===== src/rtl/sd_cmd_phy_pkg.sv =====
// rtl/sd_cmd_phy_pkg.sv - shared constants, state encoding and CRC7 step for the SD CMD PHY
package sd_cmd_phy_pkg;

    // Response lengths as presented by the command layer
    localparam logic [7:0] RSP_LEN_NONE  = 8'd0;
    localparam logic [7:0] RSP_LEN_SHORT = 8'd40;
    localparam logic [7:0] RSP_LEN_LONG  = 8'd136;

    // x^7 + x^3 + 1, top term implicit
    localparam logic [6:0] CRC7_POLY = 7'h09;

    // Bit positions, counted from the first bit of the frame = 0
    localparam logic [7:0] CMD_LAST_BIT      = 8'd39;
    localparam logic [7:0] CRC_LAST_BIT      = 8'd6;
    localparam logic [7:0] SHORT_LAST_BIT    = RSP_LEN_SHORT - 8'd1;
    localparam logic [7:0] LONG_CALC_FIRST   = 8'd8;
    localparam logic [7:0] LONG_CALC_LAST    = 8'd127;
    localparam logic [7:0] LONG_CRC_FIRST    = 8'd128;
    localparam logic [7:0] LONG_CRC_LAST     = 8'd134;
    localparam logic [7:0] LONG_LAST_BIT     = RSP_LEN_LONG - 8'd1;

    typedef enum logic [3:0] {
        ST_IDLE,
        ST_TX_CMD,
        ST_TX_CRC,
        ST_TX_END,
        ST_GAP,
        ST_TURN,
        ST_WAIT_START,
        ST_RX_RSP,
        ST_RX_CRC,
        ST_RX_END,
        ST_FINISHED
    } phy_state_t;

    // One serial CRC7 step, MSB-first
    function automatic logic [6:0] crc7_step(input logic [6:0] crc, input logic din);
        logic fb;
        fb = crc[6] ^ din;
        return {crc[5:0], 1'b0} ^ (fb ? CRC7_POLY : 7'h00);
    endfunction

endpackage


===== src/rtl/sd_crc7.sv =====
// rtl/sd_crc7.sv - serial CRC7 accumulator, one bit per enable
module sd_crc7
    import sd_cmd_phy_pkg::*;
(
    input  logic       clk,
    input  logic       rst_n,
    input  logic       i_clear,
    input  logic       i_en,
    input  logic       i_bit,
    output logic [6:0] o_crc
);

    // Clear has priority so a new frame always starts from zero
    always_ff @(posedge clk or negedge rst_n) begin
        if (!rst_n) begin
            o_crc <= 7'h00;
        end else if (i_clear) begin
            o_crc <= 7'h00;
        end else if (i_en) begin
            o_crc <= crc7_step(o_crc, i_bit);
        end
    end

endmodule


===== src/rtl/sd_cmd_phy.sv =====
// rtl/sd_cmd_phy.sv - SD CMD line PHY: frame transmit with CRC7, response receive and check
module sd_cmd_phy
    import sd_cmd_phy_pkg::*;
#(
    parameter int NCC_GAP     = 8,
    parameter int TURN_CYCLES = 2
) (
    input  logic         clk,
    input  logic         rst_n,
    input  logic         i_sd_stb,
    input  logic [15:0]  i_timeout,
    input  logic         i_cmd_en,
    input  logic [39:0]  i_cmd,
    input  logic [7:0]   i_cmd_len,
    input  logic [7:0]   i_rsp_len,
    output logic         o_rsp_finished_en,
    output logic [135:0] o_rsp,
    output logic         o_crc_bad,
    output logic         o_timeout,
    output logic         o_sd_cmd_dir,
    output logic         o_sd_cmd_out,
    input  logic         i_sd_cmd_in
);

    localparam logic [7:0] GAP_LAST  = 8'(NCC_GAP - 1);
    localparam logic [7:0] TURN_LAST = 8'(TURN_CYCLES - 1);

    phy_state_t  state, state_next;

    logic [39:0] tx_shift;
    logic [7:0]  rsp_len_q;
    logic [7:0]  bit_cnt;
    logic [15:0] tmo_cnt;
    logic [6:0]  rx_crc;
    logic [6:0]  tx_crc;
    logic [6:0]  rx_crc_calc;

    logic        abort;
    logic        rsp_none;
    logic        rsp_long;
    logic        crc_clear;
    logic        tx_crc_en;
    logic        rx_crc_en;
    logic        start_cmd;
    logic        cnt_clr;
    logic        cnt_one;
    logic        cnt_inc;
    logic        tmo_clr;
    logic        tmo_inc;
    logic        rsp_shift;
    logic        rx_crc_shift;
    logic        set_fin;
    logic        set_tmo;

    // Frames are always 40 bits before CRC; the length is carried for the command layer only
    logic        unused_cmd_len;
    assign unused_cmd_len = ^i_cmd_len;

    assign abort    = (state != ST_IDLE) && !i_cmd_en;
    assign rsp_none = (rsp_len_q == RSP_LEN_NONE);
    assign rsp_long = (rsp_len_q == RSP_LEN_LONG);

    sd_crc7 u_tx_crc (
        .clk     (clk),
        .rst_n   (rst_n),
        .i_clear (crc_clear),
        .i_en    (tx_crc_en),
        .i_bit   (tx_shift[39]),
        .o_crc   (tx_crc)
    );

    sd_crc7 u_rx_crc (
        .clk     (clk),
        .rst_n   (rst_n),
        .i_clear (crc_clear),
        .i_en    (rx_crc_en),
        .i_bit   (i_sd_cmd_in),
        .o_crc   (rx_crc_calc)
    );

    // State register
    always_ff @(posedge clk or negedge rst_n) begin
        if (!rst_n) begin
            state <= ST_IDLE;
        end else begin
            state <= state_next;
        end
    end

    // Next state, pin drive and per-strobe datapath strobes
    always_comb begin
        state_next   = state;
        o_sd_cmd_dir = 1'b0;
        o_sd_cmd_out = 1'b1;
        crc_clear    = 1'b0;
        tx_crc_en    = 1'b0;
        rx_crc_en    = 1'b0;
        start_cmd    = 1'b0;
        cnt_clr      = 1'b0;
        cnt_one      = 1'b0;
        cnt_inc      = 1'b0;
        tmo_clr      = 1'b0;
        tmo_inc      = 1'b0;
        rsp_shift    = 1'b0;
        rx_crc_shift = 1'b0;
        set_fin      = 1'b0;
        set_tmo      = 1'b0;

        case (state)
            ST_IDLE: begin
                crc_clear = 1'b1;
                if (i_cmd_en) begin
                    start_cmd  = 1'b1;
                    state_next = ST_TX_CMD;
                end
            end

            ST_TX_CMD: begin
                o_sd_cmd_dir = 1'b1;
                o_sd_cmd_out = tx_shift[39];
                if (i_sd_stb) begin
                    tx_crc_en = 1'b1;
                    if (bit_cnt == CMD_LAST_BIT) begin
                        cnt_clr    = 1'b1;
                        state_next = ST_TX_CRC;
                    end else begin
                        cnt_inc = 1'b1;
                    end
                end
            end

            ST_TX_CRC: begin
                o_sd_cmd_dir = 1'b1;
                o_sd_cmd_out = tx_crc[3'd6 - bit_cnt[2:0]];
                if (i_sd_stb) begin
                    if (bit_cnt == CRC_LAST_BIT) begin
                        cnt_clr    = 1'b1;
                        state_next = ST_TX_END;
                    end else begin
                        cnt_inc = 1'b1;
                    end
                end
            end

            ST_TX_END: begin
                o_sd_cmd_dir = 1'b1;
                if (i_sd_stb) begin
                    cnt_clr    = 1'b1;
                    state_next = rsp_none ? ST_GAP : ST_TURN;
                end
            end

            ST_GAP: begin
                if (i_sd_stb) begin
                    if (bit_cnt == GAP_LAST) begin
                        set_fin    = 1'b1;
                        state_next = ST_FINISHED;
                    end else begin
                        cnt_inc = 1'b1;
                    end
                end
            end

            ST_TURN: begin
                if (i_sd_stb) begin
                    if (bit_cnt == TURN_LAST) begin
                        cnt_clr    = 1'b1;
                        tmo_clr    = 1'b1;
                        state_next = ST_WAIT_START;
                    end else begin
                        cnt_inc = 1'b1;
                    end
                end
            end

            ST_WAIT_START: begin
                if (i_sd_stb) begin
                    if (!i_sd_cmd_in) begin
                        // Start bit is response bit 0; long responses exclude it from CRC
                        rsp_shift  = 1'b1;
                        rx_crc_en  = !rsp_long;
                        cnt_one    = 1'b1;
                        state_next = ST_RX_RSP;
                    end else if ((i_timeout != 16'd0) && (tmo_cnt == i_timeout - 16'd1)) begin
                        set_tmo    = 1'b1;
                        set_fin    = 1'b1;
                        state_next = ST_FINISHED;
                    end else begin
                        tmo_inc = 1'b1;
                    end
                end
            end

            ST_RX_RSP: begin
                if (i_sd_stb) begin
                    rsp_shift = 1'b1;
                    if (rsp_long) begin
                        rx_crc_en    = (bit_cnt >= LONG_CALC_FIRST) && (bit_cnt <= LONG_CALC_LAST);
                        rx_crc_shift = (bit_cnt >= LONG_CRC_FIRST) && (bit_cnt <= LONG_CRC_LAST);
                        if (bit_cnt == LONG_LAST_BIT) begin
                            set_fin    = 1'b1;
                            state_next = ST_FINISHED;
                        end else begin
                            cnt_inc = 1'b1;
                        end
                    end else begin
                        rx_crc_en = 1'b1;
                        if (bit_cnt == SHORT_LAST_BIT) begin
                            cnt_clr    = 1'b1;
                            state_next = ST_RX_CRC;
                        end else begin
                            cnt_inc = 1'b1;
                        end
                    end
                end
            end

            ST_RX_CRC: begin
                if (i_sd_stb) begin
                    rx_crc_shift = 1'b1;
                    if (bit_cnt == CRC_LAST_BIT) begin
                        cnt_clr    = 1'b1;
                        state_next = ST_RX_END;
                    end else begin
                        cnt_inc = 1'b1;
                    end
                end
            end

            ST_RX_END: begin
                if (i_sd_stb) begin
                    set_fin    = 1'b1;
                    state_next = ST_FINISHED;
                end
            end

            ST_FINISHED: begin
                state_next = ST_FINISHED;
            end

            default: begin
                state_next = ST_IDLE;
            end
        endcase

        // Dropping the request anywhere outside IDLE releases the pin at once
        if (abort) begin
            state_next   = ST_IDLE;
            o_sd_cmd_dir = 1'b0;
            o_sd_cmd_out = 1'b1;
        end
    end

    // Frame latch, bit/timeout counters, response capture and result flags
    always_ff @(posedge clk or negedge rst_n) begin
        if (!rst_n) begin
            tx_shift          <= '0;
            rsp_len_q         <= RSP_LEN_NONE;
            bit_cnt           <= '0;
            tmo_cnt           <= '0;
            rx_crc            <= '0;
            o_rsp             <= '0;
            o_crc_bad         <= 1'b0;
            o_timeout         <= 1'b0;
            o_rsp_finished_en <= 1'b0;
        end else if (start_cmd) begin
            tx_shift          <= i_cmd;
            rsp_len_q         <= i_rsp_len;
            bit_cnt           <= '0;
            tmo_cnt           <= '0;
            rx_crc            <= '0;
            o_rsp             <= '0;
            o_crc_bad         <= 1'b0;
            o_timeout         <= 1'b0;
            o_rsp_finished_en <= 1'b0;
        end else if (abort) begin
            o_rsp_finished_en <= 1'b0;
        end else begin
            if (tx_crc_en) begin
                tx_shift <= {tx_shift[38:0], 1'b0};
            end
            if (cnt_clr) begin
                bit_cnt <= '0;
            end else if (cnt_one) begin
                bit_cnt <= 8'd1;
            end else if (cnt_inc && (bit_cnt != 8'hFF)) begin
                bit_cnt <= bit_cnt + 8'd1;
            end
            if (tmo_clr) begin
                tmo_cnt <= '0;
            end else if (tmo_inc && (tmo_cnt != 16'hFFFF)) begin
                tmo_cnt <= tmo_cnt + 16'd1;
            end
            if (rsp_shift) begin
                o_rsp <= {o_rsp[134:0], i_sd_cmd_in};
            end
            if (rx_crc_shift) begin
                rx_crc <= {rx_crc[5:0], i_sd_cmd_in};
            end
            if (set_tmo) begin
                o_timeout <= 1'b1;
                o_rsp     <= '0;
            end
            if (set_fin) begin
                o_rsp_finished_en <= 1'b1;
                o_crc_bad         <= !set_tmo && !rsp_none && (rx_crc != rx_crc_calc);
            end
        end
    end

endmodule


===== config.mk =====
export PLATFORM = sky130hd
export DESIGN_NAME = sd_cmd_phy
export DESIGN_NICKNAME = d
export VERILOG_FILES = /design/src/rtl/sd_cmd_phy_pkg.sv /design/src/rtl/sd_crc7.sv /design/src/rtl/sd_cmd_phy.sv
export SDC_FILE = /design/constraint.sdc
export NUM_CORES = 1
export LEC_CHECK = 0
export CAP_MARGIN = 15
export CORE_MARGIN = 1
export CORE_UTILIZATION = 47
export CTS_CLUSTER_DIAMETER = 60
export DETAILED_ROUTE_END_ITERATION = 16
export PLACE_DENSITY = 0.83
export SLEW_MARGIN = 20
export SYNTH_ARGS = -nofsm -noshare
export SYNTH_HDL_FRONTEND = slang
export SYNTH_SLANG_ARGS = --single-unit

===== constraint.sdc =====
create_clock -name clk -period 3.12 [get_ports clk]
set_clock_uncertainty 0.1 [all_clocks]
set_input_delay 0.624 -clock clk [delete_from_list [all_inputs] [get_ports clk]]
set_output_delay 0.624 -clock clk [all_outputs]
set_load 0.01 [all_outputs]

==> flow_summary.yaml <==
power:
  p_leak_nw: 6.52
  power_density_mw_per_mm2: 651
  vdd_drop_max_mv: 0.437
grt:
  grt_max_degree: 81
  gr-usage-all-layers: 0.235
  antenna_found_initial: 0
  grt_pass1_vias: 9132
  grt_pass1_wl_mm: 46.0
  grt-ovfl-total: 0
setup_path:
  r2r-end: "bit_cnt[0]"
  worst-r2r-setup-slack_ns: 0.25
  required_ns: 2.40
  cp-start-kind: "register"
  cp-end-kind: "primary output"
  cp.arrival_ns: 2.32
  reg2reg_from: "bit_cnt[4]"
  path_class: "reg2out"
  r2r_cells: 8
  worstPathMaxFanout: 2
run:
  maxCapViolCount: 0
die:
  chipWidth_um: 155
  dieHeight_um: 155
  rows: 55
  initial_core_util: 0.481
  dieArea_mm2: 0.0239
  num_io_pins: 218
  fp.coreArea_mm2: 0.0228
synth:
  synth_top_flop_cell: "dfrtp_1"
  synth_nets: 1100
  yosysTopAreaCell: "dfrtp_1"
  synth.cell_area_mm2: 0.0110
  ys_seq_elements: 236
  synth_area_leaders: "dfrtp_1, a22o_1, mux2i_1, a21oi_1, nor2_1"
  ys_warn_count: 0
  synthArstFlopShare: 1.00
  yosysSeqAreaShare: 0.539
  synth.top_cell.area_share: 0.539
  synth_edf_count: 0
  yosysUniqueCellTypes: 74
  synthCells: 1013
  syn_area_per_cell_um2: 10.8
sta:
  slew_headroom: 0.490
  holdWs_ns: 0.402
  fmax_mhz: 328
  worstMarginPinSlew_ns: 0.765
  report.final.hold_viol_count: 0
  fin_tns_setup_ns: 0
  setup_viol: 0
  min_period_ns: 3.05
  rsz0062_at_grt: "true"
  layout_setup_ws_ns: 0.0742
  slew_violations: 0
  fin_crit_sh: 0.976
routing:
  ant_nets: 0
  wl_mm: 28.5
  wire_per_inst_um: 17.8
  viasPerCell: 5.71
  num_vias: 9117
  drt-initial-drc-count: 511
  drcViolationCount: 0
  dr.pass1.iters: 5
placed_design:
  dp.cells: 1546
  port-buffer-count: 209
  place_hpwl_mm: 19.3
  pre_cts_ws_ns: -0.658
  place_area_mm2: 0.0140
  place.gp.congestion: 0.955
worst_hold_path:
  hold_depth: 1
  hp-class: "reg2reg"
  worstHoldEndpoint: "tx_shift[0]"
  worstHoldStart: "tx_shift[0]"
clock_network:
  cts_max_level: 1
  cts_inserted_buffers: 26
  cts_tree: "done"
  clockBufferDepth: 3
  cts.sink_count: 236
  clk_latency_ns: 0.52
  cts-root-buf: "clkbuf_16"
  path_clk_slew_ns: 0.06
final_layout:
  n_antenna_cell: 0
  nets: 1357
  final_area_mm2: 0.0150
  syn_to_final_growth_pct: 37.1
  fin_cells: 1598
  drive_gt1_frac: 0.150
  fillers: 1730
run_status:
  status: "complete, no violations"
## layout by cell type, fill, tap and decap left out, types with 15 or more instances in the layout
cell             instances
a21oi_1                 57
a22o_1                 137
buf_4                   76
clkbuf_16               30
clkdlybuf4s50_1        199
dfrtp_1                234
inv_1                   24
mux2i_1                 44
nand2_1                 68
nand3_1                 35
nor2_1                  70
nor3_1                  16
o21ai_0                 38
xnor2_1                 15
xor2_1                  15
## synthesized netlist by cell type (5+ instances only)
library cell  count
dfrtp_1         236
a22o_1          137
nor2_1           74
nand2_1          70
a21oi_1          58
clkbuf_1         47
mux2i_1          44
o21ai_0          42
nand3_1          35
inv_1            26
nor3_1           17
xnor2_1          16
xor2_1           15
nand4_1          14
o211ai_1         12
buf_2            11
ha_1             10
or4_1            10
mux2_2            9
nor4_1            8
buf_1             7
or2_2             7
buf_4             6
or3_1             6
a32oi_1           5
nand2b_1          5
o31ai_1           5
## stage by stage
step,power (mW),utilization
4_1_cts,9.67,0.650
3_5_place_dp,6.75,0.613
2_1_floorplan,5.67,-
3_3_place_gp,6.65,0.613
5_1_grt,10.3,0.660
6_report,9.77,0.660
## critical path, cell delays in order (launching register included)
cell and delay [ns]:
dfrtp_1 0.41, ha_4 0.19, xnor2_4 0.16, mux4_2 0.52
o21ai_2 0.13, nand2_1 0.06, o31ai_1 0.06, nand3_1 0.11
buf_2 0.15
## logic make-up (layout without fill, tap and decap cells)
family | after synthesis | after routing | share of synthesized area
muxes | 54 | 54 | 0.0515
adders and majority gates | 10 | 10 | 0.0114
DFF | 236 | 236 | 0.539
xor gates and xnor gates | 31 | 31 | 0.0248
and+or+nand+nor | 271 | 271 | 0.121
AOI/OAI and AO/OA | 311 | 311 | 0.213
buffers and inverters | 100 | 372 | 0.0400
## report_power, final
part,internal [mW],switching [mW]
combinational,1.36,1.80
sequential,3.45,0.278
clock,1.68,1.19
total,6.50,3.27
## sequential cells by signal, summed over array words and instances (netlist names)
name	cells
u_tx_crc.o_crc	7
tx_shift	40
bit_cnt	8
o_timeout	1
state	4
tmo_cnt	16
rsp_len_q	8
o_crc_bad	1
u_rx_crc.o_crc	7
o_rsp_finished_en	1
o_rsp	136
rx_crc	7
## area by class of cell
cell class	instances	area [um^2]	share of cell area
clock buffer	36	718	0.0478
clock inverter	7	81.3	0.00541
inverter	26	100	0.00666
multi-input combinational	677	4790	0.319
sequential	236	5910	0.393
tap	313	392	0.0261
timing repair buffer	303	3040	0.202
## per-layer routing
metal / wire [um] / track usage / vias to the layer above
met1: 12100 / 0.302 / 4486
li1: - / - / 4264
met4: 746 / 0.0769 / 0
met2: 13600 / 0.388 / 304
met5: 0 / 0 / -
met3: 2060 / 0.0591 / 63
## worst max-delay path by stage
stage                      start            to  slack [ns]  depth (start not counted)
floorplan           i_timeout[0]   tmo_cnt[15]       -0.22                         14
global placement    i_timeout[0]    tmo_cnt[2]       -0.62                         11
detailed placement  i_timeout[0]    tmo_cnt[2]       -0.66                         11
CTS                   bit_cnt[1]  o_sd_cmd_out       -0.02                          8
global route          bit_cnt[0]  o_sd_cmd_out       -0.04                          8
finish                bit_cnt[0]  o_sd_cmd_out        0.07                          8
## timing repair
item | in CTS | in global routing
endpoints found under the setup margin | 152 | 157
resized for setup | 18 | 23
gates cloned | 0 | 4
buffers inserted | 2 | 2
pin swaps | 4 | 10
hold buffers | 1 | 0
endpoints found under the hold margin | 27 | 0
Power figures use the tool's default switching activity.
